### src/rtl/addsub_pipe.sv
// Pipelined WIDTH-bit adder/subtractor: one CHUNK-bit ripple slice per stage, registered carry between stages.
// Optional ADDSUB_SATURATE_EN clamps the result to the signed limit on overflow.
module addsub_pipe #(
    parameter int WIDTH = 16,
    parameter int CHUNK = 4
) (
    input  logic             clk,
    input  logic             rst,
    input  logic             in_valid,
    output logic             in_ready,
    input  logic [WIDTH-1:0] a,
    input  logic [WIDTH-1:0] b,
    input  logic             m,
    output logic             out_valid,
    input  logic             out_ready,
    output logic [WIDTH-1:0] s,
    output logic             c,
    output logic             o
);
    localparam int STAGES = WIDTH / CHUNK;
    localparam int LAST   = STAGES - 1;

    // Handshake: a transfer happens on valid && ready; the whole pipeline advances
    // together when the output slot is empty or being drained, otherwise everything holds.
    logic             adv;

    logic             v_q  [STAGES];
    logic             v_d  [STAGES];
    logic [WIDTH-1:0] a_q  [STAGES];
    logic [WIDTH-1:0] a_d  [STAGES];
    logic [WIDTH-1:0] bx_q [STAGES];
    logic [WIDTH-1:0] bx_d [STAGES];
    logic [WIDTH-1:0] s_q  [STAGES];
    logic [WIDTH-1:0] s_d  [STAGES];
    logic             cy_q [STAGES];
    logic             cy_d [STAGES];
    logic             cm_q [STAGES];
    logic             cm_d [STAGES];

    // Inputs seen by each stage: stage 0 reads the ports, later stages read their predecessor.
    logic [WIDTH-1:0] pa  [STAGES];
    logic [WIDTH-1:0] pbx [STAGES];
    logic [WIDTH-1:0] ps  [STAGES];
    logic             pc  [STAGES];
    logic             pv  [STAGES];

    always_comb begin
        adv    = !v_q[LAST] || out_ready;
        pa[0]  = a;
        pbx[0] = b ^ {WIDTH{m}};
        ps[0]  = '0;
        pc[0]  = m;
        pv[0]  = in_valid;
        for (int k = 1; k < STAGES; k++) begin
            pa[k]  = a_q[k-1];
            pbx[k] = bx_q[k-1];
            ps[k]  = s_q[k-1];
            pc[k]  = cy_q[k-1];
            pv[k]  = v_q[k-1];
        end
    end

    always_comb begin : slice_logic
        logic             carry;
        logic [WIDTH-1:0] sum;
        for (int k = 0; k < STAGES; k++) begin
            carry   = pc[k];
            sum     = ps[k];
            cm_d[k] = 1'b0;
            for (int i = 0; i < CHUNK; i++) begin
                // cm captures the carry entering the top bit, used for signed overflow.
                if (i == CHUNK - 1) cm_d[k] = carry;
                sum[k*CHUNK+i] = pa[k][k*CHUNK+i] ^ pbx[k][k*CHUNK+i] ^ carry;
                carry = (pa[k][k*CHUNK+i] & pbx[k][k*CHUNK+i])
                      | (carry & (pa[k][k*CHUNK+i] ^ pbx[k][k*CHUNK+i]));
            end
            a_d[k]  = pa[k];
            bx_d[k] = pbx[k];
            s_d[k]  = sum;
            cy_d[k] = carry;
            v_d[k]  = pv[k];
        end
`ifdef ADDSUB_SATURATE_EN
        if (cm_d[LAST] ^ cy_d[LAST]) begin
            s_d[LAST] = pa[LAST][WIDTH-1] ? {1'b1, {(WIDTH-1){1'b0}}}
                                          : {1'b0, {(WIDTH-1){1'b1}}};
        end
`endif
    end

    // Data only loads behind a valid transaction, so the output keeps its last result across bubbles.
    always_ff @(posedge clk) begin
        if (rst) begin
            for (int k = 0; k < STAGES; k++) begin
                v_q[k]  <= 1'b0;
                a_q[k]  <= '0;
                bx_q[k] <= '0;
                s_q[k]  <= '0;
                cy_q[k] <= 1'b0;
                cm_q[k] <= 1'b0;
            end
        end else if (adv) begin
            for (int k = 0; k < STAGES; k++) begin
                v_q[k] <= v_d[k];
                if (v_d[k]) begin
                    a_q[k]  <= a_d[k];
                    bx_q[k] <= bx_d[k];
                    s_q[k]  <= s_d[k];
                    cy_q[k] <= cy_d[k];
                    cm_q[k] <= cm_d[k];
                end
            end
        end
    end

    assign in_ready  = adv;
    assign out_valid = v_q[LAST];
    assign s         = s_q[LAST];
    assign c         = cy_q[LAST];
    assign o         = cm_q[LAST] ^ cy_q[LAST];
endmodule

### config.mk
export PLATFORM = sky130hd
export DESIGN_NAME = addsub_pipe
export DESIGN_NICKNAME = d
export VERILOG_FILES = /design/src/rtl/addsub_pipe.sv
export SDC_FILE = /design/constraint.sdc
export NUM_CORES = 1
export LEC_CHECK = 0
export ABC_AREA = 1
export BUFFER_PORTS_ARGS = -buffer_cell sky130_fd_sc_hd__buf_2
export CORE_UTILIZATION = 52
export CTS_CLUSTER_SIZE = 16
export DETAILED_ROUTE_END_ITERATION = 12
export PLACE_DENSITY = 0.76
export SLEW_MARGIN = 30
export SYNTH_ARGS = -nofsm -noshare
export SYNTH_HDL_FRONTEND = slang
export SYNTH_SLANG_ARGS = --single-unit
### constraint.sdc
create_clock -name clk -period 3.32 [get_ports clk]
set_input_delay 0.664 -clock clk [delete_from_list [all_inputs] [get_ports clk]]
set_output_delay 0.664 -clock clk [all_outputs]
set_load 0.01 [all_outputs]
## Yosys cells after proc, flatten, opt, wreduce, memory -nomap -nowiden

Memory sizes are Yosys's and may differ from the RTL's.
Index checks and enable logic that the tools add are counted.

| cells by class | value |
|---|---|
| muxes and demuxes | 45 |
| bitwise logic cells | 106 |
| reductions and logical operators | 2 |

Operator list:

| kind | count |
|---|---|
| $mux 16 | 12 |
| $or 1x1->1 | 40 |
| $mux 1 | 33 |
| $xor 1x1->1 | 33 |
| $and 1x1->1 | 32 |
| $xor 16x16->16 | 1 |
| $logic_not 1->1 | 1 |
| $logic_or 1x1->1 | 1 |

| word-level totals | value |
|---|---|
| register bits after elaboration | 0 |
| RAM bits | 204 |
| input bits | 37 |
| output and inout port bits | 20 |
| logic and storage cells | 159 |
| memories kept | 6 |

Memory list:

| name | depth | width | read ports | clocked after memory_dff | write ports | RTL line | text |
|---|---|---|---|---|---|---|---|
| a_q | 4 | 16 | 3 | 0 | 4 | 29 | `logic [WIDTH-1:0] a_q [STAGES];` |
| bx_q | 4 | 16 | 3 | 0 | 4 | 31 | `logic [WIDTH-1:0] bx_q [STAGES];` |
| s_q | 4 | 16 | 4 | 0 | 4 | 33 | `logic [WIDTH-1:0] s_q [STAGES];` |
| cm_q | 4 | 1 | 1 | 0 | 4 | 37 | `logic cm_q [STAGES];` |
| cy_q | 4 | 1 | 4 | 0 | 4 | 35 | `logic cy_q [STAGES];` |
| v_q | 4 | 1 | 4 | 0 | 4 | 27 | `logic v_q [STAGES];` |

## Longest topological paths before layout

Gate-level depths: netlist of run 1.

| logic depth | value |
|---|---|
| depth in word-level cells | 11 |
| depth in mapped cells | 9 |
| gate-level depth less buffers | 9 |

## Least setup slack after synthesis of run 1

Ideal clock, no wire load.

| timing path | value |
|---|---|
| kind | input -> register |
| start | input out_ready |
| end | memory a_q[0][10] (enable) |
| library setup time | 455 ps |
| arrival time | 3003 ps |
| slack | -138 ps |
| stages | 4 |
| path buffers | 0 |
| path through | inv_1 > nand2_4 > inv_1 > o21ai_0 |

RTL lines:

| item | RTL line | text |
|---|---|---|
| start, declared | 15 | `input logic out_ready,` |
| end, declared | 29 |  |

==> summary.md, run 1 <==
| Metric | Value |
|---|---|
| Status | `finished clean` |
| I/O pin total | `57` |
| FF-to-FF Start | `a_q[0][44]` |
| DR vias/cell | `4.223` |
| Critical Path Sink | `s_q[0][3]` |
| Area Growth Syn to Fin | `12.78%` |
| Clock tree buffer depth | `2` |
| Inserted Diodes | `0` |
| Crit start category | `input pin` |
| Post-CTS Setup Inserts | `0` |
| Fin nets | `497` |
| Clk_skew | `0.009327 ns` |
| Critical Path Source | `m` |
| Achievable frequency | `0.4170 GHz` |
| Clk Latency, worst-skew pair | `0.35 ns` |
| Worst Setup Path Type | `in2reg` |
| Post-DP HPWL | `3910 um` |
| Tot GR Track Use | `0.1443` |
| Vias in the first global route | `2217` |
| Relative slew slack | `0.5631` |
| Fin. max-slew vios | `0` |
| Crit end category | `register` |
| TritonCTS clock tree | `yes` |
| Post-CTS Hold Buffers | `0` |
| Fin. Hold Viols | `0` |
| Post-route ant nets | `0` |
| Max-Cap Viols | `0` |
| Register area share after synthesis | `0.6686` |
| Setup slack, reg-to-reg | `0.96 ns` |
| WP data arrival | `2.50 ns` |
| Number of fillers in the final layout | `659` |
| Iteration-0 DRC Markers | `62` |
| Cell area after synthesis | `4357 um2` |
| Cells after Synth | `386` |
| Peak VDD IR | `0.0002343 V` |
| H-tree levels | `3` |
| Setup violators final | `0` |
| Routed WL | `5424 um` |
| Die area | `8748 um2` |
| Post-Synthesis Net Count | `438` |
| Syn_area_per_cell | `11.29 um2` |
| Total CTS buffers | `9` |
| Clk pin slew, worst setup/hold paths | `0.09 ns` |
| Initial antenna violation count | `0` |
| Hold path cells | `2` |
| Commonest cells after routing, fill and taps aside | `inv_1 (115), edfxtp_1 (97), nor2_1 (93), buf_2 (56), nand2_1 (40)` |
| Reg2reg end | `s_q[3][15]` |
| Crit path max fanout | `17` |
| Row Count | `33` |
| Setup TNS | `0 ns` |
| YS warnings | `0` |
| Post-CTS Resized | `0` |
| Final GP Congestion | `0.7240` |
| Die X | `93.53 um` |
| Worst Path Required | `3.42 ns` |
| # clock sinks | `97` |
| Hold Crit Start | `a_q[0][8]` |
| Pleak | `0.002292 uW` |
| Die height | `93.53 um` |
| Hold/Removal Path Class | `reg2reg` |
| Min Clock Period, post-route | `2.398 ns` |
| Yosys reg bits | `97` |
| Via count | `2344` |
| Post-route DRC | `0` |
| Buffers on Ports | `56` |
| Reg2reg path depth | `8` |
| Netlist cell types | `15` |
| Global-route wire length before repair | `9508 um` |
| Initial DRT Pass Iterations | `4` |
| Power density cells | `489.1 nW/um2` |
| Most common cell after layout, fill and taps aside | `inv_1` |
| CORE AREA | `8175 um2` |
| CTS Root Cell | `clkbuf_8` |
| RSZ-0062 raised after global routing | `no` |
| Hold_ws | `0.5479 ns` |
| Congestion Overflow GR | `0` |
| Slew of the pin with the lowest slew margin | `0.6538 ns` |
| Initial core utilization | `0.5329` |
| Share of cells above drive strength 1 | `0.1800` |
| DR WL/cell | `9.773 um` |
| Period utilization | `0.7223` |
| Largest net degree at the start of global routing | `31` |
## worst min-delay path by stage
stage / slack (ns) / end
2_1_floorplan: 0.52 / a_q[0][24]
3_3_place_gp: 0.53 / s_q[2][1]
3_5_place_dp: 0.53 / s_q[3][2]
4_1_cts: 0.55 / a_q[0][24]
5_1_grt: 0.57 / s_q[3][3]
6_report: 0.55 / a_q[0][24]
## state kept, by name, indices dropped and copies added, names as in the netlist
signal  count
cm_q        1
cy_q        4
s_q        40
v_q         4
a_q        24
bx_q       24
## worst max-delay path, stage by stage
cell,delay (ns)
buf_2,0.28
o21ai_0,0.19
fa_1,0.42
fa_1,0.37
inv_1,0.07
fa_1,0.40
inv_1,0.06
nor2_1,0.04
## metrics by stage
stage | std cells | util | power, uW | worst slack [ns] | area, um2
2_1_floorplan | 386 | - | 1631 | 0.1482 | 4357
3_3_place_gp | 539 | 0.5773 | 1686 | 0.6395 | 4720
3_5_place_dp | 539 | 0.5773 | 1702 | 0.5391 | 4720
4_1_cts | 555 | 0.6010 | 2418 | 0.9295 | 4913
5_1_grt | 555 | 0.6010 | 2505 | 0.8015 | 4913
6_report | 555 | 0.6010 | 2403 | 0.9219 | 4913
## cell usage after synthesis
library cell	number	area, um2
nand3_4	2	35.03
buf_2	6	30.03
nand2_4	1	11.26
buf_6	3	33.78
edfxtp_1	97	2913
buf_4	2	15.01
xor2_1	2	17.52
inv_2	1	3.750
o21ai_0	4	20.02
nor2_1	93	349.1
inv_1	115	431.7
fa_1	15	300.3
nand3_2	2	20.02
nand2_1	40	150.1
xnor2_1	3	26.28
## cell type report
class	instances	area, um2	area share
Inverter	116	435.4	0.08862
Clock inverter	6	66.31	0.01350
Clock buffer	10	127.6	0.02597
Multi-Input combinational cell	162	937.1	0.1907
Tap cell	105	131.4	0.02674
Sequential cell	97	2913	0.5928
Timing Repair Buffer	59	302.8	0.06162
## kinds of logic (layout without fill, tap and decap cells)
logic type                 after synthesis  in the layout  share of synthesized area
adders and majority gates               15             15                    0.06893
AOI/OAI and AO/OA                        4              4                   0.004595
buffers and inverters                  127            191                     0.1180
DFF                                     97             97                     0.6686
xor gates and xnor gates                 5              5                    0.01005
and+or+nand+nor                        138            138                     0.1298
## power breakdown
part           internal (uW)  switching [uW]  total [uW]
registers               1430            25.3        1460
clock network            350             383         732
logic                   79.7             133         213
## layer usage
layer	part of all wire	GRT usage
met5	0	0
met2	0.47	0.2463
met1	0.45	0.1697
met3	0.054	0.03984
met4	0.019	0.06667
(Power assumes the default switching activity.)
==> inputs of run 2 (changes only) <==
--- a/config.mk
+++ b/config.mk
@@ -5,12 +5,12 @@
 export SDC_FILE = /design/constraint.sdc
 export NUM_CORES = 1
 export LEC_CHECK = 0
-export ABC_AREA = 1
+export ABC_AREA = 0
 export BUFFER_PORTS_ARGS = -buffer_cell sky130_fd_sc_hd__buf_2
-export CORE_UTILIZATION = 52
+export CORE_UTILIZATION = 53
 export CTS_CLUSTER_SIZE = 16
 export DETAILED_ROUTE_END_ITERATION = 12
-export PLACE_DENSITY = 0.76
+export PLACE_DENSITY = 0.74
 export SLEW_MARGIN = 30
 export SYNTH_ARGS = -nofsm -noshare
 export SYNTH_HDL_FRONTEND = slang
==> constraint.sdc (replaced) <==
create_clock -name clk -period 2.49 [get_ports clk]
set_input_delay 0.498 -clock clk [delete_from_list [all_inputs] [get_ports clk]]
set_output_delay 0.498 -clock clk [all_outputs]
set_load 0.01 [all_outputs]
==> run 2 against run 1 <==
Effect of this change:
- clock skew shrank 0.0019 ns
- clock-buffer cell count shrank 1
- sequential power grew 33%
- setup slack lost 0.79 ns
- combinational power grew 39%
- synthesized cell count shrank 27%
- cell area grew 2.5%
- non-clock buffer count grew 1
- register-to-register slack lost 0.83 ns
- worst hold slack lost 0.046 ns
==> summary.md, run 2 <==
| Metric | Value |
|---|---|
| Status | `finished clean` |
| Switch Pwr | `728.8 uW (+35%)` |
| Cells after Synth | `283 (-27%)` |
| Clk pin slew, worst setup/hold paths | `0.09 ns (about the same)` |
| Worst Path Required | `2.58 ns (-0.84 ns)` |
| Power density cells | `646.0 nW/um2 (+32%)` |
| Post-route cell area | `5039 um2 (+2.5%)` |
| TritonCTS clock tree | `yes` |
| Pleak | `0.001849 uW (-19%)` |
| Die area | `8948 um2 (+2.3%)` |
| Leading area contributor after synthesis | `edfxtp_1` |
| Sequential Power Share | `0.597 (-0.010)` |
| YS warnings | `0 (unchanged)` |
| Combinational group share of total power | `0.091 (+0.003)` |
| CTS Root Cell | `clkbuf_8` |
| RSZ-0062 raised after global routing | `no` |
| Congestion Overflow GR | `0 (unchanged)` |
| CORE AREA | `8258 um2 (+1.0%)` |
| Achievable frequency | `0.4240 GHz` |
| DP Area | `4836 um2 (+2.5%)` |
| Worst Setup Path Type | `reg2reg` |
| Iteration-0 DRC Markers | `89 (+44%)` |
| Post-DP HPWL | `3629 um (-7.2%)` |
| Pwr Total | `3255 uW (+35%)` |
| Post-route ant nets | `0 (unchanged)` |
| Top-count cell post-synth | `edfxtp_1` |
| Initial DRT Pass Iterations | `4 (unchanged)` |
| Clk_skew | `0.007378 ns (-0.001950 ns)` |
| Tot GR Track Use | `0.1403 (-0.004003)` |
| Crit start category | `register` |
| Max FFs per register | `40 (unchanged)` |
| Largest regs | `s_q (40), a_q (24), bx_q (24)` |
| Most common cell after layout, fill and taps aside | `edfxtp_1` |
| Commonest cells after routing, fill and taps aside | `edfxtp_1 (97), buf_2 (56), nor3b_1 (47), nor3b_2 (24), inv_1 (21)` |
| Initial antenna violation count | `0 (unchanged)` |
| Inserted Diodes | `0 (unchanged)` |
| Max-Cap Viols | `0 (unchanged)` |
| Fin. max-slew vios | `0 (unchanged)` |
| Peak VDD IR | `0.0003596 V (+53%)` |
| Total CTS buffers | `9 (unchanged)` |
| Post-CTS Resized | `0 (unchanged)` |
| Buffers on Ports | `56 (unchanged)` |
| Clock tree buffer depth | `2 (unchanged)` |
| Fin. Hold Viols | `0 (unchanged)` |
| Top-area cell type share of the netlist area | `0.6410 (-0.02761)` |
| Post-route DRC | `0 (unchanged)` |
| Period utilization | `0.9473` |
| Area Growth Syn to Fin | `10.88%` |
| Yosys reg bits | `97 (unchanged)` |
| Setup violators final | `0 (unchanged)` |
| # clock sinks | `97 (unchanged)` |
| Relative slew slack | `0.3931 (-0.1700)` |
| H-tree levels | `3 (unchanged)` |
| Synth area leaders | `edfxtp_1 (64%), nor3b_1 (7.8%), fa_1 (6.6%), nor3b_2 (6.6%), xnor2_1 (2.9%)` |
| Hold/Removal Path Class | `in2reg` |
| Initial core utilization | `0.5503 (+0.01740)` |
| Die height | `94.60 um (+1.1%)` |
| Netlist cell types | `19 (+4)` |
| Sw Ratio | `0.2239 (-0.001183)` |
| I/O pin total | `57 (unchanged)` |
| DR WL/cell | `12.74 um (+30%)` |
| Post-Synthesis Net Count | `335 (-24%)` |
| Clk Latency, worst-skew pair | `0.35 ns (about the same)` |
| Number of flops mapped to enable cells by yosys | `97 (unchanged)` |
| Syn_area_per_cell | `16.06 um2 (+42%)` |
| Vias in the first global route | `2021 (-8.8%)` |
| Share of cells above drive strength 1 | `0.3463 (+0.1663)` |
| Commonest cells post-synth | `edfxtp_1 (97), nor3b_1 (47), nor3b_2 (24)` |
| Die X | `94.60 um (+1.1%)` |
| Crit end category | `register` |
| Routed WL | `5606 um (+3.4%)` |
| Clock power share | `0.312 (+0.007)` |
| Final GP Congestion | `0.6686 (-7.7%)` |
| Global-route wire length before repair | `9528 um (+0.21%)` |
| WP data arrival | `2.45 ns (-0.05 ns)` |
| Post-CTS Setup Inserts | `0 (unchanged)` |
| Cell area after synthesis | `4544 um2 (+4.3%)` |
| Setup TNS | `0 ns (unchanged)` |
| Post-CTS Hold Buffers | `0 (unchanged)` |
| Largest net degree at the start of global routing | `99 (+220%)` |
| Reg with most FFs | `s_q` |
| Top_reg_cell synth | `edfxtp_1` |
| Asr flop ratio synth | `0 (unchanged)` |
| Min Clock Period, post-route | `2.359 ns` |
| Row Count | `33 (unchanged)` |
| Via count | `2139 (-8.7%)` |
| Hold_ws | `0.5015 ns (-0.04631 ns)` |
| Internal | `2526 uW (+36%)` |
| Register area share after synthesis | `0.6410 (-0.02761)` |
| Slew of the pin with the lowest slew margin | `0.9104 ns (+0.2566 ns)` |
| DR vias/cell | `4.861 (+15%)` |
| Fin nets | `382 (-23%)` |
| Crit path max fanout | `2 (-15)` |
## run 2: changes by cell type in the layout (fill, tap and decap cells not counted), moves of 8 or more
cell,change
xnor2_1,+11
nor3_1,+14
inv_1,-94
nor2_1,-89
nor3_2,+8
nor3b_2,+24
nand2_1,-40
nor3b_1,+47
## run 2: per-stage QoR
stage,util,setup slack (ns),cells
after CTS,0.6102,0.1229,440
after floorplan,-,0.002111,283
after detailed placement,0.5856,0.04250,424
final,0.6102,0.1313,440
after global placement,0.5855,0.1087,424
after global routing,0.6102,0.05320,440
## run 2: logic make-up (layout without fill, tap and decap cells)
family / after synthesis / count (layout) / share of synthesized area
compound gates: 4 / 4 / 0.006608
xor+xnor: 17 / 17 / 0.03277
fa+ha+maj: 15 / 15 / 0.06608
buf+inv: 46 / 98 / 0.05809
flops: 97 / 97 / 0.6410
mux: 1 / 1 / 0.002203
simple gates: 103 / 103 / 0.1933
## run 2: layout make-up
cell class / instances / area, um2
Clock buffer: 9 / 123.9
Clock inverter: 7 / 78.83
Fill cell: 631 / 3219
Inverter: 22 / 82.58
Multi-Input combinational cell: 140 / 1386
Sequential cell: 97 / 2913
Tap cell: 105 / 131.4
Timing Repair Buffer: 60 / 322.8
## run 2: worst max-delay path, stage by stage (launching register included)
cell and delay [ns]:
edfxtp_1 0.41, fa_1 0.42, inv_1 0.07, fa_1 0.15, inv_1 0.05, fa_1 0.41
fa_1 0.44, nor3b_2 0.16
## run 2: metal layers
layer  global-route usage  share of wire  routed length, um  vias to the layer above
met1               0.1928           0.48               2704                      974
li1                     -              -                  -                     1101
met5                    0              0                  0                        -
met2               0.2120           0.45               2498                       56
met4              0.06313          0.014                 78                        0
met3              0.03623          0.058                325                        8
## run 2: power groups by stage
stage,combinational (uW),clock (uW),sequential (uW)
5_1_grt,334,1100,1960
4_1_cts,302,1040,1940
3_5_place_dp,300,0,1980
2_1_floorplan,216,0,1980
3_3_place_gp,290,0,1980
6_report,297,1020,1940
## run 2: path summary, 6_finish.rpt
kind | start | endpoint | slack (ns) | cells past startpoint
max | a_q[0][44] | s_q[3][15] | 0.13 | 7
min | a[11] | a_q[0][11] | 0.50 | 2
min reg2reg | s_q[2][2] | s_q[3][2] | 0.57 | 1
max reg2reg | a_q[0][44] | s_q[3][15] | 0.13 | 7
==> inputs of run 3 (changes only) <==
--- a/config.mk
+++ b/config.mk
@@ -10,7 +10,7 @@
 export CORE_UTILIZATION = 53
 export CTS_CLUSTER_SIZE = 16
 export DETAILED_ROUTE_END_ITERATION = 12
-export PLACE_DENSITY = 0.74
+export PLACE_DENSITY = 0.86
 export SLEW_MARGIN = 30
 export SYNTH_ARGS = -nofsm -noshare
 export SYNTH_HDL_FRONTEND = slang
==> run 3 against run 2 <==
Effect of this change:
- clock-buffer cell count increased by 3
- die area unchanged
- setup slack improved by 0.0060 ns
- clock power decreased by 17%
- utilization decreased by 0.58 points
- power decreased by 4.8%
- critical path type unchanged
==> summary.md, run 3 (synthesized netlist as in run 2, its figures left out) <==
| Metric | Value |
|---|---|
| Status | `finished clean` |
| Met3 Track Usage GR | `0.04750 (+0.01127)` |
| Buffers on Ports | `56 (unchanged)` |
| Hold path cells | `2 (unchanged)` |
| Period utilization | `0.9448 (-0.002410)` |
| Post-DP HPWL | `4157 um (+15%)` |
| WP data arrival | `2.44 ns (about the same)` |
| Reg with most FFs | `s_q` |
| Pleak | `0.001820 uW (-1.6%)` |
| DR vias/cell | `5.116 (+5.2%)` |
| Worst Path Required | `2.58 ns (about the same)` |
| Row Count | `33 (unchanged)` |
| Iteration-0 DRC Markers | `165 (+85%)` |
| Largest net degree at the start of global routing | `99 (unchanged)` |
| Crit end category | `register` |
| H-tree levels | `3 (unchanged)` |
| Relative slew slack | `0.3840 (-0.009048)` |
| Max FFs per register | `40 (unchanged)` |
| Met2 GRT Util | `0.2458 (+0.03382)` |
| CORE AREA | `8258 um2 (unchanged)` |
| Hold Crit Start | `a[11]` |
| Hold_ws | `0.5029 ns (+0.001338 ns)` |
| Clk_skew | `0.007478 ns (+0.0001003 ns)` |
| Most Frequent Cell on Critical Path | `fa_1` |
| DR WL/cell | `14.08 um (+10%)` |
| Area Growth Syn to Fin | `9.829%` |
| CP peak stage delay | `0.43 ns (about the same)` |
| RSZ-0062 raised after global routing | `no` |
| Clk Latency, worst-skew pair | `0.35 ns (about the same)` |
| Met1 GRT Util | `0.2086 (+0.01577)` |
| Setup slack, reg-to-reg | `0.14 ns (about the same)` |
| Global-route wire length before repair | `10410 um (+9.3%)` |
| Fin. Hold Viols | `0 (unchanged)` |
| Setup TNS | `0 ns (unchanged)` |
| Initial DRT Pass Iterations | `5 (+1)` |
| Power density cells | `620.9 nW/um2 (-3.9%)` |
| Most common cell after layout, fill and taps aside | `edfxtp_1` |
| CP cell instances | `fa_1 -> inv_1 -> fa_1 -> inv_1 -> fa_1 -> fa_1 -> nor3b_2` |
| CTS Root Cell | `clkbuf_8` |
| Fin. max-slew vios | `0 (unchanged)` |
| Post-route DRC | `0 (unchanged)` |
| Crit path max fanout | `2 (unchanged)` |
| Post-route ant nets | `0 (unchanged)` |
| Achievable frequency | `0.4250 GHz (+0.25%)` |
| Congestion Overflow GR | `0 (unchanged)` |
| FF-to-FF Start | `a_q[0][44]` |
| TritonCTS clock tree | `yes` |
| Fin nets | `382 (unchanged)` |
| Initial core utilization | `0.5503 (unchanged)` |
| Vias in the first global route | `2181 (+7.9%)` |
| Total CTS buffers | `9 (unchanged)` |
| GR peak layer | `met2` |
| Clk pin slew, worst setup/hold paths | `0.09 ns (about the same)` |
| # clock sinks | `97 (unchanged)` |
| Post-CTS Setup Inserts | `0 (unchanged)` |
| Max-Cap Viols | `0 (unchanged)` |
| Peak VDD IR | `0.0003377 V (-6.1%)` |
| I/O pin total | `57 (unchanged)` |
| Min Clock Period, post-route | `2.353 ns (-0.006000 ns)` |
| Post-CTS Resized | `0 (unchanged)` |
| Via count | `2251 (+5.2%)` |
| Slew of the pin with the lowest slew margin | `0.9240 ns (+0.01357 ns)` |
| Post-CTS Hold Buffers | `0 (unchanged)` |
| Commonest cells after routing, fill and taps aside | `edfxtp_1 (97), buf_2 (56), nor3b_1 (47), nor3b_2 (24), inv_1 (21)` |
| Number of fillers in the final layout | `637 (+0.95%)` |
| Share of cells above drive strength 1 | `0.3313 (-0.01493)` |
| Die area | `8948 um2 (unchanged)` |
| Clock tree buffer depth | `2 (unchanged)` |
| Worst Setup Path Type | `reg2reg` |
| Hold/Removal Path Class | `in2reg` |
| Die height | `94.60 um (unchanged)` |
| Tot GR Track Use | `0.1568 (+0.01648)` |
| Reg2reg end | `s_q[3][15]` |
| Initial antenna violation count | `0 (unchanged)` |
| Inserted Diodes | `0 (unchanged)` |
| Routed WL | `6194 um (+10%)` |
| Hold EP | `a_q[0][11]` |
| Final GP Congestion | `0.7248 (+8.4%)` |
| Crit start category | `register` |
| Setup violators final | `0 (unchanged)` |
| Slowest CP cell | `fa_1` |
| Largest regs | `s_q (40), a_q (24), bx_q (24)` |
| Die X | `94.60 um (unchanged)` |
| Reg2reg path depth | `7 (unchanged)` |
[run 3: changes by cell type in the layout (fill, tap and decap cells not counted)]
cell	previous run	this run
clkbuf_1	0	3
clkinv_4	3	0
clkinv_1	0	2
inv_6	2	0
bufinv_16	1	0
clkinvlp_4	0	1
[run 3: layout make-up]
class                   count  area (um2)  area share
inverters                  22       82.58     0.01655
clock buffers              12       135.1     0.02707
repair buffers             60       322.8     0.06468
flip-flops and latches     97        2913      0.5836
well taps                 105       131.4     0.02632
multi-input cells         140        1386      0.2778
clock inverters             4       20.02    0.004011
[run 3: metrics by stage]
stage / setup slack (ns) / power, uW / cell area (um2) / util / instances
floorplan: 0.002111 / 2198 / 4562 / - / 283
CTS: 0.1106 / 3119 / 4991 / 0.6044 / 440
global placement: 0.1290 / 2267 / 4835 / 0.5855 / 424
finish: 0.1373 / 3099 / 4991 / 0.6044 / 440
global route: 0.0008427 / 3237 / 4991 / 0.6044 / 440
detailed placement: 0.05896 / 2292 / 4836 / 0.5856 / 424
[run 3: critical path, delay by kind of cell, from the launching register on]
family / cells / cell delay [ns]
simple gates: 1 / 0.15
flops: 1 / 0.40
fa+ha+maj: 4 / 1.42
buf+inv: 2 / 0.13
[run 3: worst max path at each step]
stage / startpoint / to / slack, ns / cells past startpoint
after floorplan: m / s_q[0][3] / 0.002 / 8
after global placement: m / s_q[0][3] / 0.13 / 7
after detailed placement: m / s_q[0][3] / 0.06 / 7
after CTS: a_q[0][44] / s_q[3][15] / 0.11 / 7
after global routing: a_q[0][44] / s_q[3][15] / 0.0008 / 7
final: a_q[0][44] / s_q[3][15] / 0.14 / 7
[run 3: layer usage]
metal  share of wire  vias to the layer above  routed length (um)
met5               0                        -                   0
met4           0.017                        0                 103
met3           0.056                        9                 349
met2            0.47                       59                2929
met1            0.45                     1086                2812
li1                -                     1097                   -
[run 3: power by group]
group | total [uW] | internal [uW] | switching, uW
logic | 303 | 141 | 162
registers | 1950 | 1910 | 32.9
clock network | 851 | 357 | 494
total | 3100 | 2410 | 689
